===== src/rtl/rcc_vdd_wr_if.sv =====
// rcc_vdd_wr_if: request/status handshake between the RCC register decode and the VDD write bridge.
//   wr_req   decode -> bridge  one-cycle write request
//   wr_sel   decode -> bridge  target select (0:C1 RMVF, 1:C2 RMVF, 2:CSR LSION, 3:reserved)
//   wr_data  decode -> bridge  value to write
//   busy     bridge -> decode  transfer in progress
//   wr_done  bridge -> decode  one-cycle completion pulse
//   wr_rej   bridge -> decode  one-cycle pulse, request dropped
//   wr_err   bridge -> decode  one-cycle pulse with wr_done when the transfer timed out
interface rcc_vdd_wr_if;
    logic       wr_req;
    logic [1:0] wr_sel;
    logic       wr_data;
    logic       busy;
    logic       wr_done;
    logic       wr_rej;
    logic       wr_err;

    modport master (
        output wr_req, wr_sel, wr_data,
        input  busy, wr_done, wr_rej, wr_err
    );

    modport slave (
        input  wr_req, wr_sel, wr_data,
        output busy, wr_done, wr_rej, wr_err
    );
endinterface


===== src/rtl/rcc_vdd_wr_bridge.sv =====
// rcc_vdd_wr_bridge: core-domain writer for the RCC VDD-domain register block.
// Converts a single-cycle register write into the level-based wren/wdata drive of the VDD
// block and closes the loop on the synchronised VDD readback.
// Ports:
//   clk, rst                    core clock, asynchronous active-high reset
//   bus (rcc_vdd_wr_if.slave)   wr_req/wr_sel/wr_data in; busy/wr_done/wr_rej/wr_err out
//   cur_rcc_*                   VDD readback, asynchronous to clk
//   rcc_vdd_wdata               write data to the VDD domain
//   raw_rcc_*_wren              one-hot level write enables
// Build option: define RCC_VDD_WR_TIMEOUT_EN to bound the WAIT state by TIMEOUT_CYC cycles
// (TIMEOUT_CYC must exceed SYNC_STAGES); otherwise wr_err is tied 0.
module rcc_vdd_wr_bridge #(
    parameter int unsigned SYNC_STAGES = 2,
    parameter int unsigned SETUP_CYC   = 2,
    parameter int unsigned HOLD_CYC    = 2,
    parameter int unsigned TIMEOUT_CYC = 255
) (
    input  logic         clk,
    input  logic         rst,
    rcc_vdd_wr_if.slave  bus,
    input  logic         cur_rcc_c1_rsr_rmvf,
    input  logic         cur_rcc_c2_rsr_rmvf,
    input  logic         cur_rcc_csr_lsion,
    output logic         rcc_vdd_wdata,
    output logic         raw_rcc_c1_rsr_rmvf_wren,
    output logic         raw_rcc_c2_rsr_rmvf_wren,
    output logic         raw_rcc_csr_lsion_wren
);

    localparam int unsigned MAX_A   = (SETUP_CYC > HOLD_CYC) ? SETUP_CYC : HOLD_CYC;
    localparam int unsigned MAX_B   = (MAX_A > TIMEOUT_CYC) ? MAX_A : TIMEOUT_CYC;
    localparam int unsigned CNT_MAX = (MAX_B > SYNC_STAGES) ? MAX_B : SYNC_STAGES;
    localparam int unsigned CNT_W   = $clog2(CNT_MAX) + 1;

`ifdef RCC_VDD_WR_TIMEOUT_EN
    // WAIT counts down the whole timeout; the ack window opens SYNC_STAGES cycles after entry.
    localparam int unsigned CNT_WAIT = TIMEOUT_CYC - 1;
    localparam int unsigned ACK_OPEN = TIMEOUT_CYC - 1 - SYNC_STAGES;
`else
    // WAIT counts down only the stale-readback mask.
    localparam int unsigned CNT_WAIT = SYNC_STAGES;
`endif

    typedef enum logic [1:0] {
        IDLE  = 2'd0,
        SETUP = 2'd1,
        WAIT  = 2'd2,
        HOLD  = 2'd3
    } state_t;

    state_t                 state;
    logic [CNT_W-1:0]       cnt;
    logic [1:0]             sel_q;
    logic                   data_q;
    logic [SYNC_STAGES-1:0] sync_c1;
    logic [SYNC_STAGES-1:0] sync_c2;
    logic [SYNC_STAGES-1:0] sync_lsion;
`ifdef RCC_VDD_WR_TIMEOUT_EN
    logic                   timed_out;
`endif

    logic             synced_sel_c;
    logic             cnt_zero_c;
    logic [CNT_W-1:0] cnt_dec_c;
    logic             ack_open_c;
    logic             ack_c;
    logic             accept_c;

    // Readback of the currently selected target, after synchronisation.
    always_comb begin
        synced_sel_c = sync_lsion[SYNC_STAGES-1];
        case (sel_q)
            2'd0:    synced_sel_c = sync_c1[SYNC_STAGES-1];
            2'd1:    synced_sel_c = sync_c2[SYNC_STAGES-1];
            default: synced_sel_c = sync_lsion[SYNC_STAGES-1];
        endcase
    end

    // Saturating down-counter step.
    assign cnt_zero_c = (cnt == '0);
    assign cnt_dec_c  = cnt_zero_c ? '0 : cnt - CNT_W'(1);

`ifdef RCC_VDD_WR_TIMEOUT_EN
    assign ack_open_c = (cnt <= CNT_W'(ACK_OPEN));
`else
    assign ack_open_c = cnt_zero_c;
`endif

    assign ack_c    = ack_open_c && (synced_sel_c == data_q);
    // The wr_done cycle still counts as busy for new requests.
    assign accept_c = bus.wr_req && (state == IDLE) && !bus.wr_done && (bus.wr_sel != 2'd3);

    // Readback synchronisers, FSM, counter and all registered outputs.
    always_ff @(posedge clk or posedge rst) begin
        if (rst) begin
            state                    <= IDLE;
            cnt                      <= '0;
            sel_q                    <= 2'd0;
            data_q                   <= 1'b0;
            sync_c1                  <= '0;
            sync_c2                  <= '0;
            sync_lsion               <= '0;
            rcc_vdd_wdata            <= 1'b0;
            raw_rcc_c1_rsr_rmvf_wren <= 1'b0;
            raw_rcc_c2_rsr_rmvf_wren <= 1'b0;
            raw_rcc_csr_lsion_wren   <= 1'b0;
            bus.busy                 <= 1'b0;
            bus.wr_done              <= 1'b0;
            bus.wr_rej               <= 1'b0;
`ifdef RCC_VDD_WR_TIMEOUT_EN
            bus.wr_err               <= 1'b0;
            timed_out                <= 1'b0;
`endif
        end else begin
            sync_c1    <= {sync_c1[SYNC_STAGES-2:0], cur_rcc_c1_rsr_rmvf};
            sync_c2    <= {sync_c2[SYNC_STAGES-2:0], cur_rcc_c2_rsr_rmvf};
            sync_lsion <= {sync_lsion[SYNC_STAGES-2:0], cur_rcc_csr_lsion};

            bus.wr_done <= 1'b0;
            bus.wr_rej  <= bus.wr_req && !accept_c;
`ifdef RCC_VDD_WR_TIMEOUT_EN
            bus.wr_err  <= 1'b0;
`endif

            case (state)
                IDLE: begin
                    if (accept_c) begin
                        sel_q         <= bus.wr_sel;
                        data_q        <= bus.wr_data;
                        rcc_vdd_wdata <= bus.wr_data;
                        bus.busy      <= 1'b1;
                        cnt           <= CNT_W'(SETUP_CYC - 1);
                        state         <= SETUP;
                    end
                end
                SETUP: begin
                    if (cnt_zero_c) begin
                        raw_rcc_c1_rsr_rmvf_wren <= (sel_q == 2'd0);
                        raw_rcc_c2_rsr_rmvf_wren <= (sel_q == 2'd1);
                        raw_rcc_csr_lsion_wren   <= (sel_q == 2'd2);
                        cnt                      <= CNT_W'(CNT_WAIT);
                        state                    <= WAIT;
                    end else begin
                        cnt <= cnt_dec_c;
                    end
                end
                WAIT: begin
                    // Ack is tested first so it wins over a same-cycle expiry.
                    if (ack_c) begin
                        raw_rcc_c1_rsr_rmvf_wren <= 1'b0;
                        raw_rcc_c2_rsr_rmvf_wren <= 1'b0;
                        raw_rcc_csr_lsion_wren   <= 1'b0;
                        cnt                      <= CNT_W'(HOLD_CYC - 1);
                        state                    <= HOLD;
`ifdef RCC_VDD_WR_TIMEOUT_EN
                        timed_out                <= 1'b0;
                    end else if (cnt_zero_c) begin
                        raw_rcc_c1_rsr_rmvf_wren <= 1'b0;
                        raw_rcc_c2_rsr_rmvf_wren <= 1'b0;
                        raw_rcc_csr_lsion_wren   <= 1'b0;
                        cnt                      <= CNT_W'(HOLD_CYC - 1);
                        state                    <= HOLD;
                        timed_out                <= 1'b1;
`endif
                    end else begin
                        cnt <= cnt_dec_c;
                    end
                end
                HOLD: begin
                    if (cnt_zero_c) begin
                        rcc_vdd_wdata <= 1'b0;
                        bus.busy      <= 1'b0;
                        bus.wr_done   <= 1'b1;
`ifdef RCC_VDD_WR_TIMEOUT_EN
                        bus.wr_err    <= timed_out;
                        timed_out     <= 1'b0;
`endif
                        state         <= IDLE;
                    end else begin
                        cnt <= cnt_dec_c;
                    end
                end
                default: state <= IDLE;
            endcase
        end
    end

`ifndef RCC_VDD_WR_TIMEOUT_EN
    assign bus.wr_err = 1'b0;
`endif

endmodule

===== src/flat_wrapper.sv =====
// flat-port wrapper written by rule: the top's interface ports become plain ports
module rcc_vdd_wr_bridge_flat 
#(
    parameter int unsigned SYNC_STAGES = 2,
    parameter int unsigned SETUP_CYC   = 2,
    parameter int unsigned HOLD_CYC    = 2,
    parameter int unsigned TIMEOUT_CYC = 255
)
  (clk, rst, cur_rcc_c1_rsr_rmvf, cur_rcc_c2_rsr_rmvf, cur_rcc_csr_lsion, rcc_vdd_wdata, raw_rcc_c1_rsr_rmvf_wren, raw_rcc_c2_rsr_rmvf_wren, raw_rcc_csr_lsion_wren, bus_wr_req, bus_wr_sel, bus_wr_data, bus_busy, bus_wr_done, bus_wr_rej, bus_wr_err);
  rcc_vdd_wr_if bus_i ();
  input  logic clk;
  input  logic rst;
  input  logic cur_rcc_c1_rsr_rmvf;
  input  logic cur_rcc_c2_rsr_rmvf;
  input  logic cur_rcc_csr_lsion;
  output logic rcc_vdd_wdata;
  output logic raw_rcc_c1_rsr_rmvf_wren;
  output logic raw_rcc_c2_rsr_rmvf_wren;
  output logic raw_rcc_csr_lsion_wren;
  input wire logic [$bits(bus_i.wr_req)-1:0] bus_wr_req;
  input wire logic [$bits(bus_i.wr_sel)-1:0] bus_wr_sel;
  input wire logic [$bits(bus_i.wr_data)-1:0] bus_wr_data;
  output wire logic [$bits(bus_i.busy)-1:0] bus_busy;
  output wire logic [$bits(bus_i.wr_done)-1:0] bus_wr_done;
  output wire logic [$bits(bus_i.wr_rej)-1:0] bus_wr_rej;
  output wire logic [$bits(bus_i.wr_err)-1:0] bus_wr_err;
  assign bus_i.wr_req = bus_wr_req;
  assign bus_i.wr_sel = bus_wr_sel;
  assign bus_i.wr_data = bus_wr_data;
  assign bus_busy = bus_i.busy;
  assign bus_wr_done = bus_i.wr_done;
  assign bus_wr_rej = bus_i.wr_rej;
  assign bus_wr_err = bus_i.wr_err;
  rcc_vdd_wr_bridge #(.SYNC_STAGES(SYNC_STAGES), .SETUP_CYC(SETUP_CYC), .HOLD_CYC(HOLD_CYC), .TIMEOUT_CYC(TIMEOUT_CYC)) u_core (.clk(clk), .rst(rst), .bus(bus_i), .cur_rcc_c1_rsr_rmvf(cur_rcc_c1_rsr_rmvf), .cur_rcc_c2_rsr_rmvf(cur_rcc_c2_rsr_rmvf), .cur_rcc_csr_lsion(cur_rcc_csr_lsion), .rcc_vdd_wdata(rcc_vdd_wdata), .raw_rcc_c1_rsr_rmvf_wren(raw_rcc_c1_rsr_rmvf_wren), .raw_rcc_c2_rsr_rmvf_wren(raw_rcc_c2_rsr_rmvf_wren), .raw_rcc_csr_lsion_wren(raw_rcc_csr_lsion_wren));
endmodule

===== config.mk =====
export PLATFORM = sky130hd
export DESIGN_NAME = rcc_vdd_wr_bridge_flat
export DESIGN_NICKNAME = d
export VERILOG_FILES = /design/src/rtl/rcc_vdd_wr_if.sv /design/src/rtl/rcc_vdd_wr_bridge.sv /design/src/flat_wrapper.sv
export SDC_FILE = /design/constraint.sdc
export NUM_CORES = 1
export LEC_CHECK = 0
export CAP_MARGIN = 25
export CORE_MARGIN = 5
export CORE_UTILIZATION = 54
export DETAILED_ROUTE_END_ITERATION = 12
export PLACE_DENSITY = 0.85
export SYNTH_ARGS = -nofsm -noshare
export SYNTH_HDL_FRONTEND = slang
export SYNTH_SLANG_ARGS = --single-unit

===== constraint.sdc =====
create_clock -name clk -period 2 [get_ports clk]
set_input_delay 0.4 -clock clk [delete_from_list [all_inputs] [get_ports clk]]
set_output_delay 0.4 -clock clk [all_outputs]
set_load 0.02 [all_outputs]

==> results.sh <==
export IMPL_track_usage_pct=18.5
export IMPL_totalPowerFinal_w=0.00292
export IMPL_p_clk_share_pct=8.3
export IMPL_grt_overflow_total=0
export IMPL_p_per_area_nw_per_um2=1560
export IMPL_yosysSeqAreaShare_pct=46.7
export IMPL_finalMaxSlewViolations=0
export IMPL_crit_arrival_ns=2.20
export IMPL_hold_viol=0
export IMPL_ys_types=45
export IMPL_ir_drop_mv=1.20
export IMPL_critPathBufInv=2
export IMPL_ys_ff_latch=27
export IMPL_final_layout_size_suffix_gt1_share_pct=25.6
export IMPL_cts_sinks=27
export IMPL_p_int_w=0.00167
export IMPL_chipWidth_microns=61.8
export IMPL_vias=1249
export IMPL_synth_top_cells_by_area="dfrtp_1, ha_1, mux2i_1, o31ai_1, or4_1"
export IMPL_register_area_sq_um=676
export IMPL_max_cap_violations=0
export IMPL_mappedNetlistNets=156
export IMPL_fmax_mhz=516
export IMPL_synth_cells=141
export IMPL_preCtsSetupSlack_ns=-0.253
export IMPL_drt_total_wl_mm=3.32
export IMPL_crit_type="register to register"
export IMPL_portBuffers=15
export IMPL_status="complete, no violations"
export IMPL_fin_skew_ns=0.00362
export IMPL_clkTransAtPathRegs_ns=0.15
export IMPL_wl_per_cell_microns=16.1
export IMPL_dr_pass1_iters=4
export IMPL_grt_max_degree=28
export IMPL_synth_avg_cell_area_sq_um=10.3
export IMPL_yosysTopAreaCellShare_pct=46.7
export IMPL_crit_chain="inv_1 -> ha_1 -> a21boi_2 -> buf_4 -> or4_1 -> a21oi_1"
export IMPL_vias_per_cell=6.06
export IMPL_antenna_found_initial=0
export IMPL_cp_top_family="simple AND/OR/NAND/NOR gates"
export IMPL_area_growth_pct=29.4
export IMPL_p_sw_share_pct=42.9
export IMPL_grt_pass1_vias=1206
export IMPL_multi_input_area_sq_um=792
export IMPL_p_switching_w=0.00125
export IMPL_cts_buffers_inserted=3
export IMPL_dp_hpwl_mm=2.34
export IMPL_worst_path_largest_cell_delay_ns=0.54
export IMPL_coreArea_sq_um=2520
export IMPL_final_cells=206
export IMPL_seqPwrFrac_pct=29.7
export IMPL_synth_ff_type="dfrtp_1"
export IMPL_synth_common_cells="dfrtp_1, a21oi_1, nand2_1, o21ai_0, inv_1"
export IMPL_drt_iter0_drc=68
export IMPL_finalCriticalPeriod_ns=1.94
export IMPL_ys_warn_count=0
export IMPL_yosysMostFrequentCell="dfrtp_1"
export IMPL_grt_pass1_wl_mm=5.33
export IMPL_final_nets=192
export IMPL_fin_ws_ns=0.0629
export IMPL_cp_end_kind="register"
export IMPL_critPathLaunchType="register"
export IMPL_crit_required_ns=2.26
export IMPL_cts_root_buf="clkbuf_4"
export IMPL_combPwrFrac_pct=62.0
export IMPL_cts_hold_buf=0
export IMPL_n_antenna_cell=0
export IMPL_synth_edf_count=0
export IMPL_fin_crit_sh_pct=96.9
export IMPL_die_height_microns=61.8
export IMPL_setup_violations=0
export IMPL_critPathSlowestCell="or4_1"
export IMPL_fill_cells=167
export IMPL_ioPinCount=17
export IMPL_power_leakage_nw=0.850
export IMPL_start_util_pct=57.4
export IMPL_yosysTopAreaCell="dfrtp_1"
export IMPL_gp_congestion=0.890
export IMPL_drc=0
export IMPL_cp_max_fo=8
export IMPL_clk_insertion_delay_late_ns=0.33
export IMPL_synth_area_sq_um=1450
export IMPL_synthArstFlopShare_pct=100
export IMPL_dieArea_sq_um=3820
export IMPL_cts_max_path_buffers=2
export IMPL_cts_tree="built"
export IMPL_h_tree_depth=1
export IMPL_final_antenna_net_count=0
export IMPL_min_path_type="register to register"
export IMPL_num_rows=18
export IMPL_place_inst=198
-- stage by stage --
stage | TNS (ns) | util [%] | instance area (sq um) | hold slack, ns
after floorplan | 0 | - | 1450 | 0.331
after global placement | -1.24 | 68.9 | 1740 | 0.332
after detailed placement | -1.72 | 68.9 | 1740 | 0.337
after CTS | 0 | 70.1 | 1770 | 0.370
after global routing | -0.00157 | 74.3 | 1870 | 0.377
final | 0 | 74.3 | 1870 | 0.369
-- cells by family (layout without fill, tap and decap cells) --
family | Yosys count | after routing | synth area share [%]
AO/OA/AOI/OAI | 39 | 39 | 18.6
adder cells (fa/ha/maj) | 6 | 6 | 5.19
buffers and inverters | 12 | 47 | 3.46
flip-flops | 27 | 27 | 46.7
multiplexers | 7 | 7 | 5.01
other | 1 | 1 | 0.259
AND/OR/NAND/NOR | 49 | 49 | 20.8
-- layer usage --
metal | up-vias | GRT usage, % | part of all wire [%]
met5 | - | 0 | 0
met4 | 0 | 6.36 | 1.0
met3 | 4 | 1.86 | 6.4
met2 | 40 | 29.4 | 50
met1 | 612 | 26.4 | 42
li1 | 593 | - | -
-- registers in the layout (all words and copies together) (netlist names) --
name and flops:
u_core.cnt 9, u_core.sel_q 2, u_core.state 2, u_core.sync_c1 2, u_core.sync_c2 2, u_core.sync_lsion 2
u_core.bus.busy 1, u_core.bus.wr_done 1, u_core.bus.wr_rej 1, u_core.data_q 1, u_core.raw_rcc_c1_rsr_rmvf_wren 1, u_core.raw_rcc_c2_rsr_rmvf_wren 1
u_core.raw_rcc_csr_lsion_wren 1, u_core.rcc_vdd_wdata 1
-- power by group through the flow --
| stage | sequential [W] | clock [W] | combinational (W) |
|---|---|---|---|
| finish | 0.000866 | 0.000243 | 0.00181 |
| global route | 0.000894 | 0.000270 | 0.00197 |
| CTS | 0.000858 | 0.000247 | 0.00155 |
| detailed placement | 0.000870 | 0 | 0.00155 |
| global placement | 0.000855 | 0 | 0.00149 |
| floorplan | 0.000860 | 0 | 0.00101 |
-- worst reg2reg max path: cells and delay by family (launching register included) --
family                   cells  cell delay [ns]
flip-flops                   1             0.43
AO/OA/AOI/OAI                2             0.39
buffers and inverters        2             0.28
adder cells (fa/ha/maj)      1             0.25
AND/OR/NAND/NOR              1             0.54
-- repair_timing --
| action | 4_1_cts | 5_1_grt |
|---|---|---|
| pin swaps | 0 | 1 |
| setup endpoints to repair | 2 | 11 |
| buffers inserted | 0 | 4 |
| resized for setup | 1 | 16 |
-- layout by cell type, fill, tap and decap left out, types with 2 or more instances in the layout --
master / instances
nor3_1: 2
o21ai_0: 8
nor3b_1: 3
mux2i_1: 5
nor2b_1: 3
or2_0: 2
nand3_1: 2
o21a_1: 2
dfrtp_1: 27
a21oi_1: 7
nor2_1: 6
or3_1: 4
o31ai_1: 6
nand2_1: 8
ha_1: 5
buf_4: 20
inv_1: 5
clkdlybuf4s50_1: 15
or4_1: 6
clkbuf_4: 3
mux2_2: 2
o22a_1: 3
inv_2: 2
nand2b_1: 2
-- cell type report --
| cell class | instances | area share, % |
|---|---|---|
| inverter | 7 | 1.40 |
| clock inverter | 1 | 0.401 |
| sequential | 27 | 36.1 |
| tap | 30 | 2.00 |
| timing repair buffer | 36 | 16.6 |
| clock buffer | 3 | 1.20 |
| multi-input combinational | 102 | 42.3 |
-- final timing paths --
path	from	end	slack, ns	depth (start not counted)
worst max-delay path	u_core.state[0]	u_core.cnt[6]	0.06	6
worst min-delay path	u_core.sync_c2[0]	u_core.sync_c2[1]	0.37	0
worst max register to register	u_core.state[0]	u_core.cnt[6]	0.06	6
worst min register to register	u_core.sync_c2[0]	u_core.sync_c2[1]	0.37	0
max in group asynchronous	rst	u_core.cnt[1]	1.33	3
min in group asynchronous	rst	u_core.sync_c2[0]	0.42	3
No activity file was read; power rests on OpenSTA's default activity.
